**config.mk**
```make
export PLATFORM = sky130hd
export DESIGN_NAME = hex_keypad_emulator
export DESIGN_NICKNAME = d
export VERILOG_FILES = /design/src/rtl/hex_keypad_emulator.sv
export SDC_FILE = /design/constraint.sdc
export NUM_CORES = 1
export LEC_CHECK = 0
export ABC_AREA = 0
export CAP_MARGIN = 20
export CORE_ASPECT_RATIO = 0.8
export CORE_UTILIZATION = 55
export DETAILED_ROUTE_END_ITERATION = 10
export PLACE_DENSITY = 0.78
export SYNTH_ARGS = -nofsm -noshare
export SYNTH_HDL_FRONTEND = slang
export SYNTH_SLANG_ARGS = --single-unit
```
**constraint.sdc**
```tcl
create_clock -name clock -period 2.3 [get_ports clock]
set_input_delay 0.575 -clock clock [delete_from_list [all_inputs] [get_ports clock]]
set_output_delay 0.575 -clock clock [all_outputs]
set_load 0.05 [all_outputs]
```
**src/rtl/hex_keypad_emulator.sv**
```systemverilog
// 4x4 hex keypad responder: queues key requests and presses each one on the Row/Col matrix.
// Optional contact bounce at press and release is built when HEX_KEYPAD_EMU_BOUNCE_EN is defined.
module hex_keypad_emulator #(
  parameter int unsigned HOLD_CYCLES   = 64,
  parameter int unsigned GAP_CYCLES    = 16,
  parameter int unsigned BOUNCE_CYCLES = 8,
  parameter int unsigned FIFO_DEPTH    = 4
) (
  input  logic                          clock,
  input  logic                          reset,
  input  logic [3:0]                    key_code,
  input  logic                          key_valid,
  output logic                          key_ready,
  input  logic [3:0]                    Col,
  output logic [3:0]                    Row,
  output logic                          S_Row,
  output logic                          busy,
  output logic                          press_done,
  output logic [$clog2(FIFO_DEPTH):0]   fifo_count
);

  localparam int unsigned AW       = $clog2(FIFO_DEPTH);
  localparam int unsigned MaxHg    = (HOLD_CYCLES > GAP_CYCLES) ? HOLD_CYCLES : GAP_CYCLES;
  localparam int unsigned MaxCyc   = (MaxHg > BOUNCE_CYCLES) ? MaxHg : BOUNCE_CYCLES;
  localparam int unsigned CW       = (MaxCyc > 1) ? $clog2(MaxCyc) : 1;

  typedef enum logic [2:0] {
    StIdle,
    StHold,
    StGap
`ifdef HEX_KEYPAD_EMU_BOUNCE_EN
    , StBounceIn,
    StBounceOut
`endif
  } state_e;

  state_e        state_q, state_d;
  logic [CW-1:0] cnt_q, cnt_d;
  logic          contact_q, contact_d;
  logic          done_q, done_d;
  logic [3:0]    active_q;
  logic          sync1_q, s_row_q;

  logic [3:0]    mem_q [FIFO_DEPTH];
  logic [AW-1:0] wr_ptr_q, rd_ptr_q;
  logic [AW:0]   count_q, count_d;
  logic          push, pop;

  assign key_ready  = (count_q != (AW+1)'(FIFO_DEPTH));
  assign push       = key_valid && key_ready;
  assign pop        = (state_q == StIdle) && (count_q != '0);
  assign fifo_count = count_q;
  assign busy       = (state_q != StIdle) || (count_q != '0);
  assign press_done = done_q;
  assign S_Row      = s_row_q;

  // Combinational in Col so a scanner strobe sees its row return in the same cycle.
  assign Row = (contact_q && Col[active_q[1:0]]) ? (4'b0001 << active_q[3:2]) : 4'b0000;

  always_comb begin
    count_d = count_q;
    unique case ({push, pop})
      2'b10:   count_d = count_q + (AW+1)'(1);
      2'b01:   count_d = count_q - (AW+1)'(1);
      default: count_d = count_q;
    endcase
  end

  always_ff @(posedge clock or posedge reset) begin
    if (reset) begin
      wr_ptr_q <= '0;
      rd_ptr_q <= '0;
      count_q  <= '0;
      active_q <= '0;
      for (int i = 0; i < int'(FIFO_DEPTH); i++) mem_q[i] <= '0;
    end else begin
      count_q <= count_d;
      if (push) begin
        mem_q[wr_ptr_q] <= key_code;
        wr_ptr_q        <= wr_ptr_q + AW'(1);
      end
      if (pop) begin
        active_q <= mem_q[rd_ptr_q];
        rd_ptr_q <= rd_ptr_q + AW'(1);
      end
    end
  end

  // State register; contact and done are registered from the current state.
  always_ff @(posedge clock or posedge reset) begin
    if (reset) begin
      state_q   <= StIdle;
      cnt_q     <= '0;
      contact_q <= 1'b0;
      done_q    <= 1'b0;
    end else begin
      state_q   <= state_d;
      cnt_q     <= cnt_d;
      contact_q <= contact_d;
      done_q    <= done_d;
    end
  end

  always_comb begin
    state_d = state_q;
    cnt_d   = cnt_q + CW'(1);
    case (state_q)
      StIdle: begin
        cnt_d = '0;
`ifdef HEX_KEYPAD_EMU_BOUNCE_EN
        if (pop) state_d = StBounceIn;
`else
        if (pop) state_d = StHold;
`endif
      end
`ifdef HEX_KEYPAD_EMU_BOUNCE_EN
      StBounceIn: if (cnt_q == CW'(BOUNCE_CYCLES - 1)) begin
        state_d = StHold;
        cnt_d   = '0;
      end
      StBounceOut: if (cnt_q == CW'(BOUNCE_CYCLES - 1)) begin
        state_d = StGap;
        cnt_d   = '0;
      end
`endif
      StHold: if (cnt_q == CW'(HOLD_CYCLES - 1)) begin
`ifdef HEX_KEYPAD_EMU_BOUNCE_EN
        state_d = StBounceOut;
`else
        state_d = StGap;
`endif
        cnt_d   = '0;
      end
      StGap: if (cnt_q == CW'(GAP_CYCLES - 1)) begin
        state_d = StIdle;
        cnt_d   = '0;
      end
      default: begin
        state_d = StIdle;
        cnt_d   = '0;
      end
    endcase
  end

  always_comb begin
    contact_d = 1'b0;
    done_d    = 1'b0;
    case (state_q)
      StHold: contact_d = 1'b1;
      StGap:  done_d    = (cnt_q == CW'(GAP_CYCLES - 1));
`ifdef HEX_KEYPAD_EMU_BOUNCE_EN
      StBounceIn:  contact_d = ~cnt_q[0];
      StBounceOut: contact_d = cnt_q[0];
`endif
      default: contact_d = 1'b0;
    endcase
  end

  always_ff @(posedge clock or posedge reset) begin
    if (reset) begin
      sync1_q <= 1'b0;
      s_row_q <= 1'b0;
    end else begin
      sync1_q <= |Row;
      s_row_q <= sync1_q;
    end
  end

endmodule

```
==> results.yml <==
layout:
  syn2layout_area_growth_pct: 26.5
  fin_area_sq_um: 2420
  drive_above_1_share: 0.350
  n_antenna_cell: 0
  fin_nets: 200
yosys:
  synth_edf_count: 0
  synth.most_common_cell: "dfrtp_1"
  yosysSeqAreaShare: 0.509
  ys.flop_type: "dfrtp_1"
  synth_top_area_cell: "dfrtp_1"
  synth.distinct_cells: 33
  ys_ff_latch: 39
  netlist_instances: 140
  synth_area_sq_um: 1920
  yosysWarningCount: 0
  yosys-top-cells-area: "dfrtp_1 (51%), mux2_4 (13%), ha_1 (5.9%), mux4_2 (4.7%), mux2_2 (2.9%)"
  synthArstFlopShare: 1.00
  syn_area_per_cell_sq_um: 13.7
  synth_commonest_cells: "dfrtp_1 (39), mux2_4 (16), inv_1 (11), ha_1 (9), nand2_1 (9)"
  syn_nets: 161
  synth_top_area_share: 0.509
floorplan:
  start_util: 0.599
  design.core.area_sq_um: 3200
  ios: 22
  die_h_um: 54.8
  die_area_sq_um: 3730
  rows: 18
  dieWidth_um: 68.0
global_routing:
  grtUsageTotal: 0.227
  grt-ovfl-total: 0
  grt_pass1_vias: 1216
  grt_pass1_wl_um: 5730
  grt_start_max_net_pins: 40
  antenna_found_initial: 0
route:
  wl_um: 3570
  detail_route.iter0.violations: 37
  ant_nets: 0
  dr.pass1.iters: 4
  post_drt_wl_per_cell_um: 16.2
  num_vias: 1182
  drc_errors: 0
  vias_per_cell: 5.37
placement:
  hpwlAfterDp_um: 2510
  place_congestion: 0.776
  place_area_sq_um: 2230
  io_buffers: 21
timing:
  setup_tns_ns: 0
  hold_violations: 0
  fin_crit_sh: 0.969
  rsz0062_at_grt: "yes"
  fmax_mhz: 449
  setup_violations: 0
  fin_crit_ns: 2.23
  slew_viol_final: 0
  worst_slew_pin_slew_ns: 0.502
  clock_skew_ns: 0.00939
  relSlewSlack: 0.664
power_and_ir_drop:
  clkPwrFrac: 0.160
  p_leak_nw: 1.20
  combPwrFrac: 0.487
  p_per_area_nw_per_um2: 1470
  pwr-share-seq: 0.352
  swShare: 0.369
  vdd_drop_max_v: 0.000961
  p_int_w: 0.00225
  p_sw_w: 0.00131
setup_path:
  cp-start-kind: "flip-flop"
  path_max_fanout: 3
  endpoint_kind: "primary output"
  worstSetupPathType: "flip-flop to primary output"
  worstPathRequired_ns: 1.73
  cpMaxStageDelayCell: "dfrtp_1"
  critPathArrivalTime_ns: 1.65
  crit_chain: "mux2_4 > o211ai_1 > inv_1 > and3_4 > buf_8"
  max_stage_delay_ns: 0.42
clock_tree:
  clock-root-buffer: "clkbuf_8"
  clk_path_buf_depth: 2
  clkTransAtPathRegs_ns: 0.07
  cts_made_buffers: 5
  htree_levels: 2
  cts_hold_buffers: 0
  cts.sinks: 39
  cts_tree: "done"
  clock_latency_ns: 0.29
run_status:
  status: "finished clean"
flow_run:
  drv_cap: 0
hold_path:
  hp-class: "flip-flop to flip-flop"
[path summary, 6_finish.rpt]
path                        startpoint         end  slack (ns)  cells after the start
max                        active_q[0]      Row[3]        0.07                      5
min                            sync1_q       S_Row        0.36                      0
max reg2reg                active_q[0]     sync1_q        0.08                     12
min reg2reg                    sync1_q       S_Row        0.36                      0
max in group asynchronous        reset   mem_q[15]        1.26                      3
min in group asynchronous        reset  press_done        0.69                      3
[cell usage in the layout, fill, tap and decap left out, types with 2 or more instances in the layout]
master / count
buf_12: 2
buf_4: 14
clkbuf_8: 5
clkdlybuf4s15_1: 2
clkdlybuf4s50_1: 11
dfrtp_1: 39
dlygate4sd2_1: 2
ha_1: 9
inv_1: 11
mux2_2: 4
mux2_4: 17
mux2i_1: 2
mux4_2: 4
nand2_1: 9
nand2_4: 4
nand3_1: 3
nor2_1: 6
xnor2_1: 6
xor2_1: 4
[registers in the layout, indices dropped and copies added, names as in the netlist]
signal and flops:
mem_q 16, cnt_q 6, active_q 4, fifo_count 3, rd_ptr_q 2, state_q 2
wr_ptr_q 2, S_Row 1, contact_q 1, press_done 1, sync1_q 1
[power groups by stage]
stage | registers [W] | clock network, W | logic, W
3_3_place_gp | 0.00123 | 0 | 0.00157
3_5_place_dp | 0.00125 | 0 | 0.00163
2_1_floorplan | 0.00128 | 0 | 0.00117
4_1_cts | 0.00125 | 0.000575 | 0.00173
5_1_grt | 0.00130 | 0.000612 | 0.00188
6_report | 0.00125 | 0.000571 | 0.00173
[worst max-delay path: cells and delay by family, from the launching register on]
family | cells | cell delay, ns
flops | 1 | 0.42
buf+inv | 2 | 0.24
compound gates | 1 | 0.21
mux | 1 | 0.30
simple gates | 1 | 0.19
[per-stage QoR]
stage	worst slack (ns)	power [W]	utilization	cells	hold WS, ns
2_1_floorplan	-0.293	0.00245	-	140	0.331
3_3_place_gp	-0.171	0.00279	0.697	206	0.338
3_5_place_dp	-0.220	0.00288	0.697	206	0.345
4_1_cts	0.000359	0.00356	0.755	220	0.361
5_1_grt	-0.0318	0.00379	0.758	220	0.363
6_report	0.0717	0.00356	0.758	220	0.358
[cell type report]
type	count	area, sq um
Clock buffer	5	68.8
Clock inverter	3	43.8
Fill cell	194	773
Inverter	12	45.0
Multi-Input combinational cell	88	921
Sequential cell	39	976
Tap cell	40	50.0
Timing Repair Buffer	33	320
[cells by family after synthesis]
logic type / count (synthesis) / synth area share
compound gates: 10 / 0.0476
xor+xnor: 10 / 0.0457
fa+ha+maj: 10 / 0.0692
flops: 39 / 0.509
mux: 27 / 0.212
simple gates: 31 / 0.0901
buf+inv: 13 / 0.0261
[per-layer routing]
| metal | GRT usage | up-vias | share of wire |
|---|---|---|---|
| met1 | 0.273 | 602 | 0.45 |
| met3 | 0.0729 | 2 | 0.034 |
| met2 | 0.387 | 25 | 0.51 |
| met4 | 0.0729 | 0 | 0.0056 |
| li1 | - | 553 | - |
| met5 | 0 | - | 0 |
[repair_timing]
item,in CTS,in global routing
hold endpoints to repair,0,0
endpoints found under the setup margin,4,6
setup buffers,8,0
pin swaps,3,1
resized for setup,11,4
Power figures use the tool's default switching activity.
==> patch, RTL diff (same settings) <==
Put one more register stage on the output `fifo_count`, with the module's reset. The value now appears one clock later. The other outputs are not delayed to match.
--- a/src/rtl/hex_keypad_emulator.sv
+++ b/src/rtl/hex_keypad_emulator.sv
@@ -49,7 +49,13 @@
   assign key_ready  = (count_q != (AW+1)'(FIFO_DEPTH));
   assign push       = key_valid && key_ready;
   assign pop        = (state_q == StIdle) && (count_q != '0);
-  assign fifo_count = count_q;
+  always_ff @(posedge clock or posedge reset) begin
+    if (reset) begin
+      fifo_count <= '0;
+    end else begin
+      fifo_count <= count_q;
+    end
+  end
   assign busy       = (state_q != StIdle) || (count_q != '0);
   assign press_done = done_q;
   assign S_Row      = s_row_q;
Check against the original RTL: not equivalent (a bounded check fails within 4 cycles, from zero or initial values and one cycle with reset high).
==> patch against the unedited design <==
  * Final area increased by 5.4%
  * Power increased by 7.9%
  * Setup slack got worse by 0.028 ns
  * Area after synthesis increased by 3.8%
  * Fmax decreased by 1.2%
  * Clock skew increased by 0.0023 ns
  * Final cell count increased by 3.2%
  * Sequential power increased by 9.6%
  * Sequential cell count increased by 3
  * Wire length increased by 3.6%
==> patch: results (changes against the unedited design) <==
| Metric | Value |
|---|---|
| Outcome | completed |
| HPWL after detailed placement | 2.38 mm (-5.0%) |
| Synth warn | 0 (unchanged) |
| Max H-tree Level | 2 (unchanged) |
| Met1 usage | 0.306 (+0.0335) |
| Met3 WL | 160 um (+31%) |
| Final net count | 205 (+2.5%) |
| Maximum vdd drop | 1.06 mV (+10%) |
| Largest registers | mem_q (16), cnt_q (6), active_q (4) |
| Syn avg cell area | 13.7 um^2 (+0.21%) |
| Met3 Use GR | 0.0725 (-0.000453) |
| Port Buffers | 21 (unchanged) |
| Clock slew at reported path FFs | 0.08 ns |
| First-pass GRT wire length | 6.33 mm (+10%) |
| Post-DR vias/cell | 5.36 (-0.21%) |
| Ant. Diodes | 0 (unchanged) |
| Layout Skew | 0.0117 ns (+0.00229 ns) |
| Hold path start | sync1_q |
| Post-synth EDFFs | 0 (unchanged) |
| Worst min path class | reg2reg |
| Syn_nets | 166 (+3.1%) |
| Post-synthesis cell type count | 31 (-6.1%) |
| Largest register FFs | 16 (unchanged) |
| GRT Util Overall | 0.219 (-0.00762) |
| Worst r2r src | active_q[1] |
| WL final | 3.70 mm (+3.6%) |
| WL met2 | 1.76 mm (-2.8%) |
| Worst-path fanout max | 2 (-1) |
| Total vias in the final route | 1217 (+3.0%) |
| Top_reg_cell synth | dfrtp_1 |
| Family with the most delay on the worst path | buffers and inverters |
| Critical Path AT | 1.68 ns (+0.03 ns) |
| Seq/Total Area, Yosys | 0.528 (+0.0192) |
| Fraction of registers with async set/reset | 1.00 (unchanged) |
| CP peak stage delay | 0.28 ns (-0.14 ns) |
| # fillers | 201 (+3.6%) |
| DR pass1 iterations | 4 (unchanged) |
| Static Leakage | 1.26 nW (+4.5%) |
| Largest net degree at the start of global routing | 43 (+7.5%) |
| Slew HR | 0.652 (-0.0124) |
| Setup Slack @ Placement | -0.221 ns (-0.000471 ns) |
| Total CTS buffers | 5 (unchanged) |
| Top Layer Used | met4 |
| Vias in the first global route | 1263 (+3.9%) |
| Clock Latency Late Sink | 0.31 ns (+0.02 ns) |
| Starting DRT DRC Count | 50 (+35%) |
| Antenna violations before repair | 0 (unchanged) |
| Wl on met1 | 1.72 mm (+6.2%) |
| Final GP Congestion | 0.801 (+3.2%) |
| CTS root buf | clkbuf_8 |
| Critical Path Start | Col[0] |
| Power Internal | 2.47 mW (+9.8%) |
| Post-synth top cells | dfrtp_1, mux2_4, inv_1, nand2_1, ha_1 |
| Layout cells sized above 1 | 0.346 (-0.00405) |
| GRT met2 Usage | 0.322 (-0.0655) |
| Max clock buf depth | 2 (unchanged) |
| CP max stage cell | mux2_4 |
| Drc violations | 0 (unchanged) |
| Area contributors post-synth | dfrtp_1, mux2_4, ha_1, mux4_2, mux2_2 |
patch: changes by cell type after synthesis, sizes merged:
cell | unedited run | this run
dfrtp | 39 | 42
nand2 | 13 | 15
a32o | 1 | 0
and3 | 1 | 2
mux2i | 2 | 1
o211a | 1 | 0
o21ai | 2 | 3
o2bb2ai | 0 | 1
patch: path summary, 6_finish.rpt:
kind,end,slack (ns),cells after the start
max in group asynchronous,state_q[1],1.24,3
hold / removal,S_Row,0.38,0
setup / recovery,Row[3],0.04,6
min in group asynchronous,cnt_q[4],0.68,3
setup reg to reg,sync1_q,0.08,12
hold reg to reg,S_Row,0.38,0
patch: power by group through the flow:
| stage | clock network, mW | logic, mW | registers [mW] |
|---|---|---|---|
| 6_report | 0.730 | 1.75 | 1.37 |
| 5_1_grt | 0.768 | 1.91 | 1.40 |
| 4_1_cts | 0.737 | 1.74 | 1.35 |
| 3_5_place_dp | 0 | 1.61 | 1.35 |
| 3_3_place_gp | 0 | 1.56 | 1.33 |
| 2_1_floorplan | 0 | 1.17 | 1.37 |
patch: repair_timing:
item                       in CTS  in global routing
setup buffers                   8                  0
pin swaps                       3                  1
setup endpoints to repair       4                  2
gates resized for setup         9                  4
hold endpoints to repair        0                  0
patch: logic make-up (layout without fill, tap and decap cells):
group                    Yosys count  count (layout)  synth area share
flip-flops                        42              42             0.528
multiplexers                      26              26             0.199
adder cells (fa/ha/maj)           10              10            0.0667
AO/OA/AOI/OAI                     10              10            0.0428
XOR/XNOR                          10              10            0.0440
AND/OR/NAND/NOR                   34              34            0.0937
buffers and inverters             13              53            0.0252
patch: worst register-to-register path, stage by stage, from the launching register on:
cell      delay [ns]
dfrtp_1         0.44
mux2_4          0.33
o211ai_4        0.21
inv_2           0.06
buf_4           0.13
buf_4           0.12
buf_4           0.12
buf_4           0.12
buf_4           0.12
buf_4           0.12
buf_4           0.12
buf_4           0.12
buf_4           0.12
patch: layout make-up:
| cell class | instances | area (um^2) | area share |
|---|---|---|---|
| clock buffer | 6 | 82.6 | 0.0323 |
| inverter | 12 | 45.0 | 0.0176 |
| timing repair buffer | 33 | 330 | 0.129 |
| tap | 42 | 52.6 | 0.0206 |
| clock inverter | 2 | 60.1 | 0.0235 |
| multi-input combinational | 90 | 933 | 0.365 |
| sequential | 42 | 1050 | 0.411 |
patch: per-stage QoR:
| step | utilization | TNS, ns | power [mW] | instance area, um^2 |
|---|---|---|---|---|
| finish | 0.741 | 0 | 3.84 | 2550 |
| global route | 0.741 | -0.0284 | 4.08 | 2550 |
| CTS | 0.736 | 0 | 3.83 | 2540 |
| detailed placement | 0.672 | -0.621 | 2.97 | 2320 |
| global placement | 0.672 | -0.291 | 2.89 | 2320 |
| floorplan | - | 0 | 2.55 | 2000 |
